--- src/rtl/traffic_light_timed.sv ---
// Two-road timed traffic light with gap-out, max-green and flashing-yellow mode.
// Moore outputs: phase is the state register, lamps decode from state and blink.
module traffic_light_timed #(
  parameter int CNT_W       = 8,
  parameter int T_GREEN_MIN = 20,
  parameter int T_GREEN_MAX = 60,
  parameter int T_YELLOW    = 5,
  parameter int T_ALLRED    = 2,
  parameter int T_FLASH     = 10
) (
  input  logic       clk,
  input  logic       rst,
  input  logic       TA,
  input  logic       TB,
  input  logic       flash,
  output logic       led_A_red,
  output logic       led_A_yellow,
  output logic       led_A_green,
  output logic       led_B_red,
  output logic       led_B_yellow,
  output logic       led_B_green,
  output logic [2:0] phase
);

  if (T_GREEN_MIN < 1 || T_GREEN_MAX < 1 || T_YELLOW < 1 ||
      T_ALLRED < 1 || T_FLASH < 1) begin : g_bad_t
    $fatal(1, "traffic_light_timed: all T_* must be >= 1");
  end
  if (T_GREEN_MAX < T_GREEN_MIN) begin : g_bad_max
    $fatal(1, "traffic_light_timed: T_GREEN_MAX < T_GREEN_MIN");
  end
  if (T_GREEN_MAX >= (1 << CNT_W)) begin : g_bad_w
    $fatal(1, "traffic_light_timed: T_GREEN_MAX does not fit CNT_W");
  end

  typedef enum logic [2:0] {
    A_GREEN   = 3'd0,
    A_YELLOW  = 3'd1,
    ALLRED_AB = 3'd2,
    B_GREEN   = 3'd3,
    B_YELLOW  = 3'd4,
    ALLRED_BA = 3'd5,
    FLASH     = 3'd6,
    ILLEGAL   = 3'd7
  } state_t;

  localparam logic [CNT_W-1:0] GMIN1 = CNT_W'(T_GREEN_MIN - 1);
  localparam logic [CNT_W-1:0] GMAX1 = CNT_W'(T_GREEN_MAX - 1);
  localparam logic [CNT_W-1:0] YEL1  = CNT_W'(T_YELLOW - 1);
  localparam logic [CNT_W-1:0] AR1   = CNT_W'(T_ALLRED - 1);
  localparam logic [CNT_W-1:0] FL1   = CNT_W'(T_FLASH - 1);
  localparam logic [CNT_W-1:0] TSAT  = '1;

  state_t           state, state_nx;
  logic [CNT_W-1:0] tmr, tmr_nx;
  logic             blink, blink_nx;

  always_ff @(posedge clk) begin
    if (rst) begin
      state <= ALLRED_BA;
      tmr   <= '0;
      blink <= 1'b0;
    end else begin
      state <= state_nx;
      tmr   <= tmr_nx;
      blink <= blink_nx;
    end
  end

  always_comb begin
    state_nx = state;
    tmr_nx   = (tmr == TSAT) ? tmr : tmr + 1'b1;
    blink_nx = blink;
    if (flash && state != FLASH) begin
      state_nx = FLASH;
    end else begin
      case (state)
        A_GREEN:
          if (tmr >= GMIN1 && TB && (!TA || tmr >= GMAX1))
            state_nx = A_YELLOW;
        A_YELLOW:
          if (tmr == YEL1) state_nx = ALLRED_AB;
        ALLRED_AB:
          if (tmr == AR1) state_nx = B_GREEN;
        B_GREEN:
          if (tmr >= GMIN1 && TA && (!TB || tmr >= GMAX1))
            state_nx = B_YELLOW;
        B_YELLOW:
          if (tmr == YEL1) state_nx = ALLRED_BA;
        ALLRED_BA:
          if (tmr == AR1) state_nx = A_GREEN;
        FLASH:
          if (!flash) begin
            state_nx = ALLRED_BA;
          end else if (tmr == FL1) begin
            blink_nx = ~blink;
            tmr_nx   = '0;
          end
        default:
          state_nx = ALLRED_BA;
      endcase
    end
    if (state_nx != state) tmr_nx = '0;
    // Each flash episode starts with the yellows lit.
    if (state_nx == FLASH && state != FLASH) blink_nx = 1'b1;
  end

  always_comb begin
    led_A_red    = 1'b0;
    led_A_yellow = 1'b0;
    led_A_green  = 1'b0;
    led_B_red    = 1'b0;
    led_B_yellow = 1'b0;
    led_B_green  = 1'b0;
    case (state)
      A_GREEN: begin
        led_A_green = 1'b1;
        led_B_red   = 1'b1;
      end
      A_YELLOW: begin
        led_A_yellow = 1'b1;
        led_B_red    = 1'b1;
      end
      B_GREEN: begin
        led_A_red   = 1'b1;
        led_B_green = 1'b1;
      end
      B_YELLOW: begin
        led_A_red    = 1'b1;
        led_B_yellow = 1'b1;
      end
      FLASH: begin
        led_A_yellow = blink;
        led_B_yellow = blink;
      end
      default: begin
        led_A_red = 1'b1;
        led_B_red = 1'b1;
      end
    endcase
  end

  assign phase = state;

endmodule

--- config.mk ---
export PLATFORM = sky130hd
export DESIGN_NAME = traffic_light_timed
export DESIGN_NICKNAME = d
export VERILOG_FILES = /design/src/rtl/traffic_light_timed.sv
export SDC_FILE = /design/constraint.sdc
export NUM_CORES = 1
export LEC_CHECK = 0
export CORE_UTILIZATION = 25
export DETAILED_ROUTE_END_ITERATION = 12
export GPL_ROUTABILITY_DRIVEN = 0
export MAX_ROUTING_LAYER = met4
export PLACE_DENSITY_LB_ADDON = 0.1
export RECOVER_POWER = 50
export SYNTH_ARGS = -nofsm -noshare
export SYNTH_HDL_FRONTEND = slang
export SYNTH_SLANG_ARGS = --single-unit
--- constraint.sdc ---
create_clock -name clk -period 2.8 [get_ports clk]
set_input_delay 0.7 -clock clk [delete_from_list [all_inputs] [get_ports clk]]
set_output_delay 0.7 -clock clk [all_outputs]
set_load 0.01 [all_outputs]
## Word level (Yosys, flattened, before mapping)

Cells that the tools add are included.
Widths: inputs -> output; s select.

| storage, ports and cells | value |
|---|---|
| register bits | 12 |
| input bits | 5 |
| output and inout port bits | 9 |
| word-level logic and storage cells | 64 |

| operators by class | value |
|---|---|
| $add $sub $neg | 1 |
| magnitude comparators | 2 |
| eq/ne operators | 14 |
| mux-type cells | 25 |
| bitwise operators | 1 |
| reduce and logical (&&, ||, !) cells | 18 |

Operators by type and width:

| kind | number |
|---|---|
| $mux 8 | 5 |
| $mux 3 | 8 |
| $pmux 3 s7 | 1 |
| $eq 3x3->1 const B | 4 |
| $mux 1 | 9 |
| $add 8x1->8 const B | 1 |
| $eq 8x1->1 const B | 1 |
| $eq 8x3->1 const B | 1 |
| $eq 8x4->1 const B | 1 |
| $eq 8x8->1 const B | 1 |
| $ge 8x5->1 const B | 1 |
| $ge 8x6->1 const B | 1 |
| $eq 3x2->1 const B | 2 |
| $logic_and 1x1->1 | 6 |
| $reduce_bool 2->1 | 3 |
| $reduce_or 3->1 | 2 |
| $pmux 1 s2 | 2 |
| $reduce_and 4->1 | 1 |
| $eq 3x1->1 const B | 1 |
| $logic_not 3->1 | 1 |
| $ne 3x3->1 | 1 |
| $ne 3x3->1 const B | 1 |
| $logic_not 1->1 | 2 |
| $logic_or 1x1->1 | 2 |
| other kinds (3) | 3 |

## Logic depth before layout (Yosys ltp)

Gate-level depths: netlist (run 1).

| depth | value |
|---|---|
| depth in word-level cells | 10 |
| gate-level depth with buffers | 7 |

## Least setup slack after synthesis (run 1)

Ideal clock, no wire load.

| timing path | value |
|---|---|
| kind | register to register |
| from | register tmr[1] |
| to | register tmr[0] |
| library setup time | 137 ps |
| arrival | 1818 ps |
| data required time | 2663 ps |
| slack | 845 ps |
| stages on the path, launching flop included | 8 |
| clock period less this slack | 1955 ps |
| cell sequence | dfxtp_1 -> inv_1 -> ha_1 -> or4bb_1 -> a2111oi_4 -> nor3_1 -> a31oi_1 -> nor4_1 |

| on the way | value |
|---|---|
| word-level cells in the longest chain between the ends | 8 |

RTL lines:

| element | RTL line | text |
|---|---|---|
| start: declaration | 55 | `logic [CNT_W-1:0] tmr, tmr_nx;` |
| start signal: assignment | 65 | `tmr <= tmr_nx;` |
| $ge 8x5->1 or $ge 8x6->1 (tied branches) | 79, 86 |  |
| $logic_and 1x1->1 (tied with other cells) | 86 | `if (tmr >= GMIN1 && TA && (!TB \|\| tmr >= GMAX1))` |
| $logic_and 1x1->1 (on tied branches) | 86, 79 |  |
| $mux 3 (on tied branches) | 86, 79 |  |
| $pmux 3 s7 | 77 | `case (state)` |
| $mux 3 | 74 | `if (flash && state != FLASH) begin` |
| $ne 3x3->1 | 103 | `if (state_nx != state) tmr_nx = '0;` |
| $reduce_or 2->1 (no source line) | - |  |

Several ways; a longest one is shown, not always the timed one.
A chain may end at the register's enable or synchronous reset.

## Worst setup path after layout (run 1)

| timing path | value |
|---|---|
| from | register state[0] (netlist: phase[0]) |
| to | output port led_A_yellow |

| on the way | value |
|---|---|
| word-level cells in the longest chain between the ends | 2 |

RTL lines:

| element | RTL line | text |
|---|---|---|
| start: declaration | 54 | `state_t state, state_nx;` |
| start signal: assignment | 64 | `state <= state_nx;` |
| $eq 3x3->1 or $eq 3x1->1 (tied branches) | 115 | `case (state)` |
| $pmux 1 s2 (*) | 115 |  |
| end: declaration | 17 | `output logic led_A_yellow,` |

Every way passes the cells marked *; elsewhere a longest branch is shown, timed or not.

==> impl_metrics.toml, run 1 <==
[grt]
grt_overflow = 0
grt_pass1_wl_mm = 4.81
grt_pass1_vias = 1002
antenna_found_initial = 0
track_usage = 0.156
grt_max_degree = 15

[place]
io_buffers = 13
placedCellCount = 175
dp_hpwl_mm = 2.08

[yosys]
yosys.area.top_type_share = 0.243
synth_seq_cells = 12
async_flop_share = 0
avgSynthCellArea_um2 = 8.17
synth_commonest_cells = "dfxtp_1 (12), nand2_1 (10), nor4_1 (9)"
synth_area_um2 = 988
ys_types = 45
ys_seq_area_frac = 0.243
ys_top_cells_by_area = "dfxtp_1 (24%), nor4_1 (5.7%), a21oi_1 (4.1%)"
synth-edff-count = 0
yosys_warnings = 0
synth_nets = 129
yosysMostFrequentCell = "dfxtp_1"
synth_top_area_cell = "dfxtp_1"
synth_ff_type = "dfxtp_1"
synth_cells = 121

[timing]
max_slew_margin = 0.570
setup_tns_ps = 0
period_share = 0.947
skew_ps = 3.85
rsz0062_at_grt = "false"
setup_viol = 0
holdWs_ps = 540
drv_slew = 0
fmax_ghz = 0.377
hold_viol_final = 0
period_needed_ps = 2650
worst_slew_pin_slew_ps = 644

[critical_path]
critPathLaunchType = "flop"
cp_cell_sequence = "or3b_2, nand2_1, clkdlybuf4s50_1"
end_kind = "output pin"
reg2reg_slack_ps = 590
critPathLaunch = "phase[0]"
cp_top_family = "simple AND/OR/NAND/NOR gates"
r2r-end = "tmr[5]"
arrival_ps = 1950
r2r_cells = 6
cp_max_fo = 11
r2r-start = "tmr[0]"
critical-path-max-stage-delay_ps = 570
cpMaxStageDelayCell = "dfxtp_1"
endpoint = "led_A_yellow"
worst-path-buf-inv = 1
critPathKind = "reg2out"
cp.depth = 3
cp.required_ps = 2100

[detailed_routing]
vias_per_cell = 5.22
antenna_left = 0
post_drt_wl_per_cell_um = 15.6
drt_iter0_drc = 50
drtPass1Iterations = 4
num_vias = 935
drc = 0
wl_mm = 2.80

[floorplanning]
ios = 14
fp.dieW_um = 64.9
die-area_mm2 = 0.00421
placementRows = 22
die_y_um = 64.9
initial_core_util = 0.266
core_area_mm2 = 0.00372

[power]
pwr-share-clk = 0.425
powerDensity_mw_per_mm2 = 387
p_sw_frac = 0.263
cellLeakagePower_nw = 0.424
power_uw = 456
combPwrFrac = 0.163
peakVddDrop_uv = 165
pwr-share-seq = 0.412
p_int_uw = 336
p_sw_uw = 120

[layout]
diodes = 0
seq_area_um2 = 240
final_cells = 179
nFillCells = 400
final_nets = 140
layout-drive-gt1-share = 0.0992
multi_input_area_um2 = 664
area_growth_pct = 19.4

[flow_run]
maxCapViolCount = 0

[cts]
cts_max_level = 1
clk_pin_slew_ps = 60
clockBufferDepth = 2
clock_sinks = 12
clockRootBuffer = "clkbuf_8"
cts_hold_buf = 0
cts_buffers = 3
clk_latency_ps = 240
cts_tree = "yes"
postCtsSetupRepairBufs = 0
cts-resized-gates = 0

[hold_path]
worstHoldPathType = "reg2reg"
whs_path_depth = 2

[run_status]
status = "finished clean"
## placed cells by master (no fill, tap or decap), types with 2 or more instances in the layout
cell             Yosys  final
a31oi_1              4      4
nand4_1              3      3
nand3_1              4      4
nor4_1               9      9
mux2i_1              4      4
nand2_1             10     10
dlygate4sd3_1        0      4
nor2_1               8      8
xor2_1               2      2
ha_1                 3      3
and2_1               2      2
a21oi_1              8      8
dfxtp_1             12     12
clkdlybuf4s50_1      0      9
nand2b_1             3      3
nor3_1               5      5
clkbuf_8             0      4
and3_1               2      2
o21ai_0              2      2
o211a_1              2      2
inv_1                8      8
## metal layers
layer / vias to the layer above / track usage / wire (um)
li1: 477 / - / -
met1: 441 / 0.183 / 1360
met2: 13 / 0.254 / 1330
met3: 4 / 0.0317 / 71
met4: 0 / 0.0694 / 36
met5: - / - / 0
## worst min-delay path by stage
stage | start | slack [ps] | end
floorplan | blink | 500 | blink
global placement | blink | 570 | blink
detailed placement | blink | 530 | blink
CTS | blink | 540 | blink
global route | blink | 640 | blink
finish | blink | 540 | blink
## stage by stage
step	setup WS, ps	cell area [um2]	utilization
after floorplan	845	988	-
after global placement	429	1140	0.306
after detailed placement	416	1140	0.306
after CTS	143	1190	0.321
after global routing	41.8	1180	0.318
final	148	1180	0.318
## power by group through the flow
stage                     registers, mW  logic, mW  clock network, mW
final                             0.188     0.0744              0.194
after global routing              0.190     0.0832              0.208
after CTS                         0.188     0.0774              0.201
after detailed placement          0.192     0.0772                  0
after global placement            0.192     0.0775                  0
after floorplan                   0.185     0.0519                  0
## flip-flops by register name, indices dropped and copies added, names as in the netlist
register,count
tmr,8
phase,3
blink,1
## worst register-to-register path: stages, from the launching register on
cell and delay, ps:
dfxtp_1 420, ha_1 210, or4bb_1 530, a2111oi_4 310, nor3_1 120, a21oi_1 390
nor4_1 100
## cells by family (layout without fill, tap and decap cells)
group	count (synthesis)	count (layout)	synth area share
DFF	12	12	0.243
xor gates and xnor gates	3	3	0.0266
and+or+nand+nor	56	56	0.341
adders and majority gates	3	3	0.0380
buffers and inverters	15	25	0.0734
muxes	4	4	0.0405
AOI/OAI and AO/OA	28	28	0.238
## area by class of cell
| cell class | count | share of cell area |
|---|---|---|
| timing repair buffer | 13 | 0.110 |
| multi-input combinational | 94 | 0.563 |
| sequential | 12 | 0.204 |
| clock buffer | 4 | 0.0467 |
| inverter | 8 | 0.0255 |
| tap | 48 | 0.0509 |
No activity file was read; power rests on OpenSTA's default activity.
==> run 2, diff against run 1 <==
--- a/config.mk
+++ b/config.mk
@@ -6,11 +6,13 @@
 export NUM_CORES = 1
 export LEC_CHECK = 0
 export CORE_UTILIZATION = 25
+export CTS_CLUSTER_DIAMETER = 30
 export DETAILED_ROUTE_END_ITERATION = 12
 export GPL_ROUTABILITY_DRIVEN = 0
 export MAX_ROUTING_LAYER = met4
 export PLACE_DENSITY_LB_ADDON = 0.1
 export RECOVER_POWER = 50
+export SETUP_SLACK_MARGIN = 0.3
 export SYNTH_ARGS = -nofsm -noshare
 export SYNTH_HDL_FRONTEND = slang
 export SYNTH_SLANG_ARGS = --single-unit
==> run 2 against run 1 <==
Net effect: register-to-register slack about the same; non-clock buffer count grew 3; critical path depth rose by 2; final cell count rose by 1.7%; worst hold slack lost 0.53 ps; clock power about the same; fmax grew 14%.
==> impl_metrics.toml, run 2 (same netlist as run 1, synthesis figures left out) <==
[grt]
antenna_found_initial = 0
grt_pass1_vias = 1002
track_usage = 0.156
grt_max_degree = 15
grt_overflow = 0
grt_pass1_wl_mm = 4.81

[detailed_routing]
drc = 0
post_drt_wl_per_cell_um = 15.5
num_vias = 958
vias_per_cell = 5.26
antenna_left = 0
wl_mm = 2.83
drt_iter0_drc = 41
drtPass1Iterations = 4

[layout]
seq_area_um2 = 251
area_growth_pct = 23.9
diodes = 0
final_area_mm2 = 0.00122
final_nets = 143
multi_input_area_um2 = 676
layout-drive-gt1-share = 0.142
top_register = "tmr"
final_cell_mix = "nand2_1 (10), nor4_1 (9), dfxtp_1 (9)"
largest_reg_flops = 8
nFillCells = 396
mostFrequentLayoutCell = "nand2_1"

[power]
peakVddDrop_uv = 166
pwr-share-seq = 0.401
cellLeakagePower_nw = 0.444
p_sw_frac = 0.264
combPwrFrac = 0.180
powerDensity_mw_per_mm2 = 378
p_sw_uw = 122
p_int_uw = 341
pwr-share-clk = 0.420

[timing]
setup_tns_ps = 0
drv_slew = 0
skew_ps = 4.13
worst_slew_pin_slew_ps = 649
max_slew_margin = 0.567
period_share = 0.831
holdWs_ps = 539
setup_viol = 0
period_needed_ps = 2330
rsz0062_at_grt = "false"
hold_viol_final = 0
fmax_ghz = 0.430

[hold_path]
min_from = "blink"
whs_path_depth = 2
worstHoldPathType = "reg2reg"
min_to = "blink"

[critical_path]
end_kind = "output pin"
critPathKind = "reg2out"
critPathLaunchType = "flop"
r2r_cells = 7
arrival_ps = 1630
r2r-end = "tmr[5]"
reg2reg_slack_ps = 580
cp_max_fo = 13
cp.required_ps = 2100
r2r-start = "tmr[1]"

[cts]
clock_sinks = 12
cts_buffers = 3
cts_tree = "yes"
clk_latency_ps = 240
clk_pin_slew_ps = 60
cts_max_level = 1
clockBufferDepth = 2
clockRootBuffer = "clkbuf_8"

[floorplanning]
core_area_mm2 = 0.00372
ios = 14
die-area_mm2 = 0.00421
initial_core_util = 0.266
die_y_um = 64.9
placementRows = 22
fp.dieW_um = 64.9

[place]
dp_hpwl_mm = 2.08
placed_area_mm2 = 0.00114
io_buffers = 13

[flow_run]
maxCapViolCount = 0

[run_status]
status = "finished clean"
## run 2: cell types whose count changed in the layout (fill, tap and decap cells not counted), sizes merged
cell / change
clkdlybuf4s25: +1
dlygate4sd3: +2
clkdlybuf4s50: -3
buf: +3
## run 2: final cells by class
cell class                 instances  share of cell area
multi-input combinational         94               0.552
inverter                           8              0.0245
timing repair buffer              16               0.125
tap                               48              0.0490
sequential                        12               0.205
clock buffer                       4              0.0449
## run 2: timing repair
action	4_1_cts	5_1_grt
hold buffers	0	0
gates resized for setup	2	5
endpoints found under the setup margin	2	4
buffers inserted	0	3
## run 2: through the flow
| stage | setup WS (ps) | util | total power [mW] | std cells |
|---|---|---|---|---|
| 2_1_floorplan | 845 | - | 0.237 | 121 |
| 3_3_place_gp | 429 | 0.306 | 0.269 | 175 |
| 3_5_place_dp | 416 | 0.306 | 0.269 | 175 |
| 4_1_cts | 200 | 0.321 | 0.467 | 179 |
| 5_1_grt | 372 | 0.330 | 0.487 | 182 |
| 6_report | 473 | 0.330 | 0.463 | 182 |
## run 2: worst max path at each step
stage          cells after the start      endpoint      from
2_1_floorplan                      7        tmr[0]    tmr[1]
3_3_place_gp                       3  led_A_yellow  phase[0]
3_5_place_dp                       3  led_A_yellow  phase[0]
4_1_cts                            4  led_A_yellow  phase[1]
5_1_grt                            5     led_B_red  phase[2]
6_report                           5     led_B_red  phase[2]
## run 2: routing by layer
metal / track usage / vias to the layer above / routed length (um)
li1: - / 481 / -
met1: 0.183 / 460 / 1310
met2: 0.254 / 13 / 1400
met3: 0.0317 / 4 / 75
met4: 0.0694 / 0 / 36
met5: - / - / 0
## run 2: critical path, stage by stage (launching register included)
cell,delay [ps]
dfxtp_4,420
inv_1,110
nand3_1,120
inv_1,60
a21oi_1,120
clkdlybuf4s50_1,550
## run 2: power by group through the flow
stage	clock [mW]	sequential, mW	combinational (mW)
6_report	0.194	0.186	0.0831
5_1_grt	0.208	0.187	0.0923
4_1_cts	0.201	0.188	0.0774
3_5_place_dp	0	0.192	0.0772
3_3_place_gp	0	0.192	0.0775
2_1_floorplan	0	0.185	0.0519
